**config.mk**
```make
export PLATFORM = sky130hd
export DESIGN_NAME = sine_pwm_dds
export DESIGN_NICKNAME = d
export VERILOG_FILES = /design/src/rtl/sine_pwm_dds.sv
export SDC_FILE = /design/constraint.sdc
export NUM_CORES = 1
export LEC_CHECK = 0
export CAP_MARGIN = 20
export CORE_UTILIZATION = 47
export CTS_CLUSTER_DIAMETER = 50
export DETAILED_ROUTE_END_ITERATION = 6
export GPL_ROUTABILITY_DRIVEN = 0
export GPL_TIMING_DRIVEN = 0
export PLACE_DENSITY = 0.73
export SYNTH_ARGS = -nofsm -noshare
export SYNTH_HDL_FRONTEND = slang
export SYNTH_SLANG_ARGS = --single-unit
```
**constraint.sdc**
```tcl
create_clock -name clk1 -period 8.7 [get_ports clk1]
set_input_delay 1.74 -clock clk1 [delete_from_list [all_inputs] [get_ports clk1]]
set_output_delay 1.74 -clock clk1 [all_outputs]
set_load 0.02 [all_outputs]
```
**src/rtl/sine_pwm_dds.sv**
```systemverilog
// Multi-channel DDS sine-PWM generator with a 5-byte UART command parser (A5, chan, tw[23:16], tw[15:8], tw[7:0]).
// PWM outputs registered one cycle after cnt; command bytes are never back-pressured, ack/err pulse one cycle after the last byte.
module sine_pwm_dds #(
    parameter int CHANNELS      = 2,
    parameter int PWM_BITS      = 8,
    parameter int ACC_BITS      = 24,
    parameter int LUT_ADDR_BITS = 8
) (
    input  logic                clk1,
    input  logic                rst,
    input  logic                enable,
    input  logic                cmd_valid,
    input  logic [7:0]          cmd_data,
    output logic [CHANNELS-1:0] pwm_out,
    output logic                cmd_ack,
    output logic                cmd_err
);

    localparam int LUT_DEPTH = 1 << LUT_ADDR_BITS;

    function automatic logic [PWM_BITS-1:0] lut_entry(input int k);
        real amp;
        real s;
        int  r;
        amp = real'((1 << (PWM_BITS - 1)) - 1);
        s   = amp * $sin(2.0 * 3.14159265358979 * real'(k) / real'(LUT_DEPTH));
        if (s >= 0.0) r = $rtoi(s + 0.5);
        else          r = -$rtoi(-s + 0.5);
        return PWM_BITS'((1 << (PWM_BITS - 1)) + r);
    endfunction

    localparam logic [PWM_BITS-1:0] DUTY_RST = lut_entry(0);

    logic [PWM_BITS-1:0] lut [LUT_DEPTH];
    for (genvar k = 0; k < LUT_DEPTH; k++) begin : g_lut
        localparam logic [PWM_BITS-1:0] LUT_V = lut_entry(k);
        assign lut[k] = LUT_V;
    end

    typedef enum logic [2:0] {IDLE, CHAN, W2, W1, W0} state_t;

    state_t     state_q;
    logic [7:0] chan_q;
    logic [7:0] w2_q;
    logic [7:0] w1_q;
    logic       cmd_ack_q;
    logic       cmd_err_q;

    logic                frame_done;
    logic                chan_ok;
    logic [23:0]         word_full;
    logic [ACC_BITS-1:0] new_word;

    assign frame_done = cmd_valid && (state_q == W0);
    assign chan_ok    = int'(chan_q) < CHANNELS;
    assign word_full  = {w2_q, w1_q, cmd_data};
    assign new_word   = word_full[ACC_BITS-1:0];

    always_ff @(posedge clk1 or posedge rst) begin
        if (rst) begin
            state_q   <= IDLE;
            chan_q    <= '0;
            w2_q      <= '0;
            w1_q      <= '0;
            cmd_ack_q <= 1'b0;
            cmd_err_q <= 1'b0;
        end else begin
            cmd_ack_q <= 1'b0;
            cmd_err_q <= 1'b0;
            if (cmd_valid) begin
                case (state_q)
                    IDLE: if (cmd_data == 8'hA5) state_q <= CHAN;
                    CHAN: begin
                        chan_q  <= cmd_data;
                        state_q <= W2;
                    end
                    W2: begin
                        w2_q    <= cmd_data;
                        state_q <= W1;
                    end
                    W1: begin
                        w1_q    <= cmd_data;
                        state_q <= W0;
                    end
                    W0: begin
                        state_q   <= IDLE;
                        cmd_ack_q <= chan_ok;
                        cmd_err_q <= !chan_ok;
                    end
                    default: state_q <= IDLE;
                endcase
            end
        end
    end

    logic [PWM_BITS-1:0] cnt_q, cnt_d;
    logic [ACC_BITS-1:0] acc_q [CHANNELS];
    logic [ACC_BITS-1:0] acc_d [CHANNELS];
    logic [ACC_BITS-1:0] tw_active_q [CHANNELS];
    logic [ACC_BITS-1:0] tw_active_d [CHANNELS];
    logic [ACC_BITS-1:0] tw_shadow_q [CHANNELS];
    logic [ACC_BITS-1:0] tw_shadow_d [CHANNELS];
    logic [PWM_BITS-1:0] duty_q [CHANNELS];
    logic [PWM_BITS-1:0] duty_d [CHANNELS];
    logic [CHANNELS-1:0] pending_q, pending_d;
    logic [CHANNELS-1:0] pwm_q, pwm_d;
    logic                boundary;

    assign boundary = enable && (cnt_q == '1);

    always_comb begin
        logic [ACC_BITS-1:0] nacc;
        cnt_d     = enable ? cnt_q + 1'b1 : cnt_q;
        pending_d = pending_q;
        pwm_d     = '0;
        for (int i = 0; i < CHANNELS; i++) begin
            nacc           = acc_q[i] + tw_active_q[i];
            acc_d[i]       = acc_q[i];
            tw_active_d[i] = tw_active_q[i];
            tw_shadow_d[i] = tw_shadow_q[i];
            duty_d[i]      = duty_q[i];
            pwm_d[i]       = enable && (cnt_q < duty_q[i]);
            // The phase step uses the old word; a swapped-in word only counts from the next boundary.
            if (boundary) begin
                acc_d[i]  = nacc;
                duty_d[i] = lut[nacc[ACC_BITS-1 -: LUT_ADDR_BITS]];
                if (pending_q[i]) begin
                    tw_active_d[i] = tw_shadow_q[i];
                    pending_d[i]   = 1'b0;
                end
            end
            // A write landing on a boundary re-arms pending, so it waits for the following boundary.
            if (frame_done && chan_ok && (int'(chan_q) == i)) begin
                tw_shadow_d[i] = new_word;
                pending_d[i]   = 1'b1;
            end
        end
    end

    always_ff @(posedge clk1 or posedge rst) begin
        if (rst) begin
            cnt_q     <= '0;
            pending_q <= '0;
            pwm_q     <= '0;
            for (int i = 0; i < CHANNELS; i++) begin
                acc_q[i]       <= '0;
                tw_active_q[i] <= '0;
                tw_shadow_q[i] <= '0;
                duty_q[i]      <= DUTY_RST;
            end
        end else begin
            cnt_q     <= cnt_d;
            pending_q <= pending_d;
            pwm_q     <= pwm_d;
            for (int i = 0; i < CHANNELS; i++) begin
                acc_q[i]       <= acc_d[i];
                tw_active_q[i] <= tw_active_d[i];
                tw_shadow_q[i] <= tw_shadow_d[i];
                duty_q[i]      <= duty_d[i];
            end
        end
    end

    assign pwm_out = pwm_q;
    assign cmd_ack = cmd_ack_q;
    assign cmd_err = cmd_err_q;

endmodule

```
Yosys cells after proc, flatten, opt, wreduce, memory -nomap -nowiden
Memories as Yosys holds them, arrays and structs flattened. A register that Yosys moved wholly into a read port is not among the register bits.
Index checks and enable logic that the tools add are counted.
{ "op_classes": {"n_addsub": 3, "multipliers": 0, "div_mod_pow": 0, "n_lt_le_gt_ge": 3, "n_eq_ne": 8, "shift": 0, "n_mux": 9, "bitwise_logic": 2, "reduce_logical": 18} }
{ "op_table": {"columns": ["operator", "n"], "rows": [
  ["$add A24 B24 Y24", 2],
  ["$not A8 Y9", 2],
  ["$eq A8 B8 Y1 const B", 2],
  ["$lt A8 B8 Y1", 2],
  ["$pmux W3 S4", 1],
  ["$reduce_and A2 Y1", 6],
  ["$add A8 B1 Y8 const B", 1],
  ["$eq A8 B2 Y1 const B", 1],
  ["$logic_not A8 Y1", 1],
  ["$lt A8 B2 Y1 const B", 1],
  ["$logic_and A1 B1 Y1", 7],
  ["$mux W1", 7],
  ["$eq A3 B2 Y1 const B", 2],
  ["$reduce_bool A2 Y1", 2],
  ["$eq A3 B1 Y1 const B", 1],
  ["$eq A3 B3 Y1 const B", 1],
  ["$logic_not A3 Y1", 1],
  ["$mux W3", 1],
  ["$ne A2 B2 Y1 const B", 1],
  ["$logic_not A1 Y1", 1]
]} }
{ "totals": {"reg_bits": 185, "latch_bits": 0, "mem_bits_rw": 0, "mem_bits_ro": 4096, "input_bits": 12, "output_inout_bits": 4, "word_cells": 61, "mem_count": 2} }
{ "mem_list": {"columns": ["name", "depth", "width", "read_ports", "rd_ports_with_merged_regs", "wr", "line_no", "rtl"], "rows": [
  ["(no name shown)", 256, 8, 1, 1, 0, "126", "duty_d[i] = lut[nacc[ACC_BITS-1 -: LUT_ADDR_BITS]];"],
  ["(no name shown)", 256, 8, 1, 1, 0, "126", null]
]} }

Depth between registers and ports, before layout
{ "logic_depth": {"depth_word": 5, "depth_mapped": 18, "ltp_nobuf": 16} }

Worst setup path before layout
No wires, ideal clock.
{ "synth_path": {"path_type": "flip-flop to flip-flop", "startpoint": "reg acc_q[0] (netlist bit)", "endpoint": "reg duty_q[0] (netlist bit)", "setup_ns": 0.123, "t_arrival_ns": 3.782, "t_required_ns": 8.577, "slack_ns": 4.795, "stages_incl_launch_ff": 17, "n_path_buf": 1, "period_less_slack_ns": 3.905, "path_cell_list": "dfrtp_1 > ha_1 > fa_1 > and4_4 > a211oi_1 > o2111ai_1 > nand2_1 > xor2_2 > clkinv_1 > ha_1 > clkbuf_1 > o21a_1 > a21oi_1 > o22ai_1 > or4_1 > o22ai_1 > a21oi_1"} }
{ "synth_between": {"elab_chain_len": 2} }
{ "synth_lines": {"columns": ["item", "line_no", "rtl"], "rows": [
  ["start, declared", "97", "logic [ACC_BITS-1:0] acc_q [CHANNELS];"],
  ["start signal, assigned by index", "156", "acc_q[i] <= acc_d[i];"],
  ["$add A24 B24 Y24", "117", "nacc = acc_q[i] + tw_active_q[i];"],
  ["$not A8 Y9 (not written as such)", "126", null],
  ["end, declared", "103", "logic [PWM_BITS-1:0] duty_q [CHANNELS];"]
]} }
No other way between the ends.
A chain may end at the register's enable or synchronous reset.

Worst setup path in the final report
{ "layout_path": {"startpoint": "reg acc_q[24] (netlist bit)", "endpoint": "reg duty_q[10] (netlist bit)"} }
The elaborated chain is that of the path after synthesis.

==> results.md <==
* Crit end category: register
* Worst Tran Pin Value at 982 ps
* Mapped Nets at 1653
* Num CTS Buffers at 22
* I/O Buffers at 14
* Hold-fix buffers, CTS at 0
* Core Util, Final at 0.528
* Slew headroom at 0.345
* # resized after CTS at 0
* Initial antenna violation count at 0
* Final non-filler cell total at 2008
* Setup CP Type: reg2reg
* Critical path, cell by cell: ha_1 -> fa_1 -> a21oi_1 -> o2111ai_1 -> a221oi_2 -> o21bai_2 -> xnor2_2 -> inv_1 -> ha_1 -> clkbuf_1 -> nand3_1 -> o211ai_1 -> o311ai_0 -> o311ai_0 -> nor3_1 -> o32ai_1
* Worst VDD drop at 0.000159 V
* Number of post-CTS setup repair buffers at 0
* Worst r2r src: acc_q[24]
* Worst stage delay on the critical path at 600 ps
* Final Hold Viols at 0
* Mapped Area at 14300 um^2
* Critical path depth in cells at 16
* Initial DRC count at 1998
* Mean post-synth cell area at 9.13 um^2
* TritonCTS Sinks at 201
* Setup WS pre-CTS at 3680 ps
* Top delay family on crit path: compound AO/OA/AOI/OAI gates
* Library cells used by synthesis at 99
* Core area at 29700 um^2
* RSZ-0062 raised after global routing: no
* Status: finished, violations left
* Synth Area in XOR/XNOR at 0.0341
* Inst Count DP at 1967
* Die footprint at 31000 um^2
* Clk root buf: clkbuf_16
* EDFF count, synth at 0
* Clock slew seen by the registers of the worst setup and hold paths at 60 ps
* Clock Latency Late Sink at 530 ps
* Layout fillers at 2611
* Critical path buffer and inverter count at 2
* HP Class: reg2reg
* Via Count at 13190
* TritonCTS clock tree: yes
* Reg2reg end: duty_q[10]
* Yosys top cell by area: dfrtp_1
* CP Capture Point: duty_q[10]
* Synth top area cells: dfrtp_1, mux2_2, ha_1
* Critical Path Source Type: register
* Synthesized instance count at 1562
* Layout cells sized above 1 at 0.155
* Most frequent cells in the layout: dfrtp_1, nand2_1, o21ai_0
* First-pass GRT wire length at 66100 um
* Starting Density at 0.480
* Layout Nets at 1693
* Pins Over Slew Limit at 0
* Area share of the leading cell type in the synthesized netlist at 0.349
* Period minus WS final at 5340 ps
* R2R depth at 16
* Crit path from: acc_q[24]
* Max Root-Sink Buffers at 3
* WHS at 482 ps
* Clock Skew at 42.8 ps
* Vias in the first global route at 12553
* Gr usage total at 0.263
* Most common cell after layout, fill and taps aside: dfrtp_1
* PwrDens at 146 nW/um^2
* Yosys reg bits at 201
* Reg2reg setup slack at 3360 ps
* Required @ worst endpoint at 9090 ps
* Multiplexer share of the synthesized area at 0.106
* Drc violations at 54
* Ys async rst share at 1.00
* Seq/Total Area, Yosys at 0.353
* Main combinational cell family by area after synthesis: compound AO/OA/AOI/OAI gates
* ANT cells at 0
* Site Rows at 63
* Synth Area in Adders at 0.0704
* Prevailing post-synth register cell: dfrtp_1
* H-tree Lvls at 1
* Routed Antenna Nets at 0
* Die H at 176 um
* Pin count of the biggest net entering global routing at 107
* Via/cell ratio at 6.57
* Grt total ovfl at 0
* Synth Area in Compound Gates at 0.245
* Drt wl/cell at 20.1 um
* Static leakage at 6.99 nW
* Total wire length at 40400 um
* Detail Placement HPWL at 28800 um
* Final Setup Violations at 0
* Failing checks: DRC
* Worst Path Arrival at 5720 ps
* Simple logic cell fraction of the synthesized area at 0.146
* Layout area overhead at 9.95%
* Tcrit/Tclk final at 0.614
* Max Cap Viol at 0
* Pre-antenna DRT Iters at 7
* Die W at 176 um
* Warnings, synthesis at 0
* Final worst slack at 3360 ps
* Ports at 16
* CP max-delay cell: xnor2_2
* Max Clock Freq at 187 MHz
* Worst-path fanout max at 10
-- cell type report --
type	instances	area, um^2	area share
plain buffers	110	509	0.0325
inverters	37	146	0.00934
repair buffers	16	175	0.0112
clock buffers	30	631	0.0402
flip-flops and latches	201	5030	0.321
well taps	390	488	0.0311
clock inverters	10	118	0.00750
multi-input cells	1214	8580	0.547
-- Yosys cell counts (15+ instances only) --
master    number
xnor2_1       30
nand2_1      160
a31oi_1       17
clkbuf_1      64
inv_1         35
o211ai_1      29
o22ai_1       17
xor2_1        20
nand4_1       16
dfrtp_1      199
a211oi_1      26
a21o_1        30
nor3_1        32
nor2_1        95
o21a_1        15
and3_1        16
a21oi_1      108
ha_1          77
mux2_2       122
nand3_1       34
buf_2         37
o21ai_0      133
-- cell families (layout without fill, tap and decap cells) --
group	Yosys count	in the layout
mux	132	132
xor+xnor	53	53
flops	201	201
simple gates	431	431
fa+ha+maj	79	79
compound gates	519	519
buf+inv	147	203
-- routing by layer --
layer | wire [um] | GRT usage
met1 | 16800 | 0.367
met2 | 17500 | 0.400
met3 | 4130 | 0.0495
met4 | 1980 | 0.104
met5 | 0 | 0
-- worst min path at each step --
| stage | from | depth (start not counted) | to |
|---|---|---|---|
| floorplan | pending_q[1] | 2 | pending_q[1] |
| global placement | pending_q[0] | 1 | pending_q[0] |
| detailed placement | pending_q[0] | 1 | pending_q[0] |
| CTS | pending_q[0] | 1 | pending_q[0] |
| global route | acc_q[46] | 1 | acc_q[46] |
| finish | pending_q[0] | 1 | pending_q[0] |
-- sequential cells by signal, indices dropped and copies added, names as in the netlist --
signal,flops
pending_q,2
cmd_err,1
tw_active_q,48
duty_q,16
cnt_q,8
acc_q,48
pwm_out,2
state_q,3
w2_q,8
chan_q,8
w1_q,8
tw_shadow_q,48
cmd_ack,1
-- power by group --
group	switching, W	leakage, nW	total [W]	internal, W
clock network	0.000388	0.364	0.000935	0.000547
logic	0.0000990	3.91	0.000225	0.000126
registers	0.0000907	2.72	0.00112	0.00103
-- stage by stage --
step                area, um^2  TNS [ps]  power, W
floorplan                14300         0   0.00128
global placement         14900   -197130   0.00134
detailed placement       14900         0   0.00136
CTS                      15700         0   0.00230
global route             15700         0   0.00238
finish                   15700         0   0.00228
Note: power is estimated with default switching activity, not from simulation.
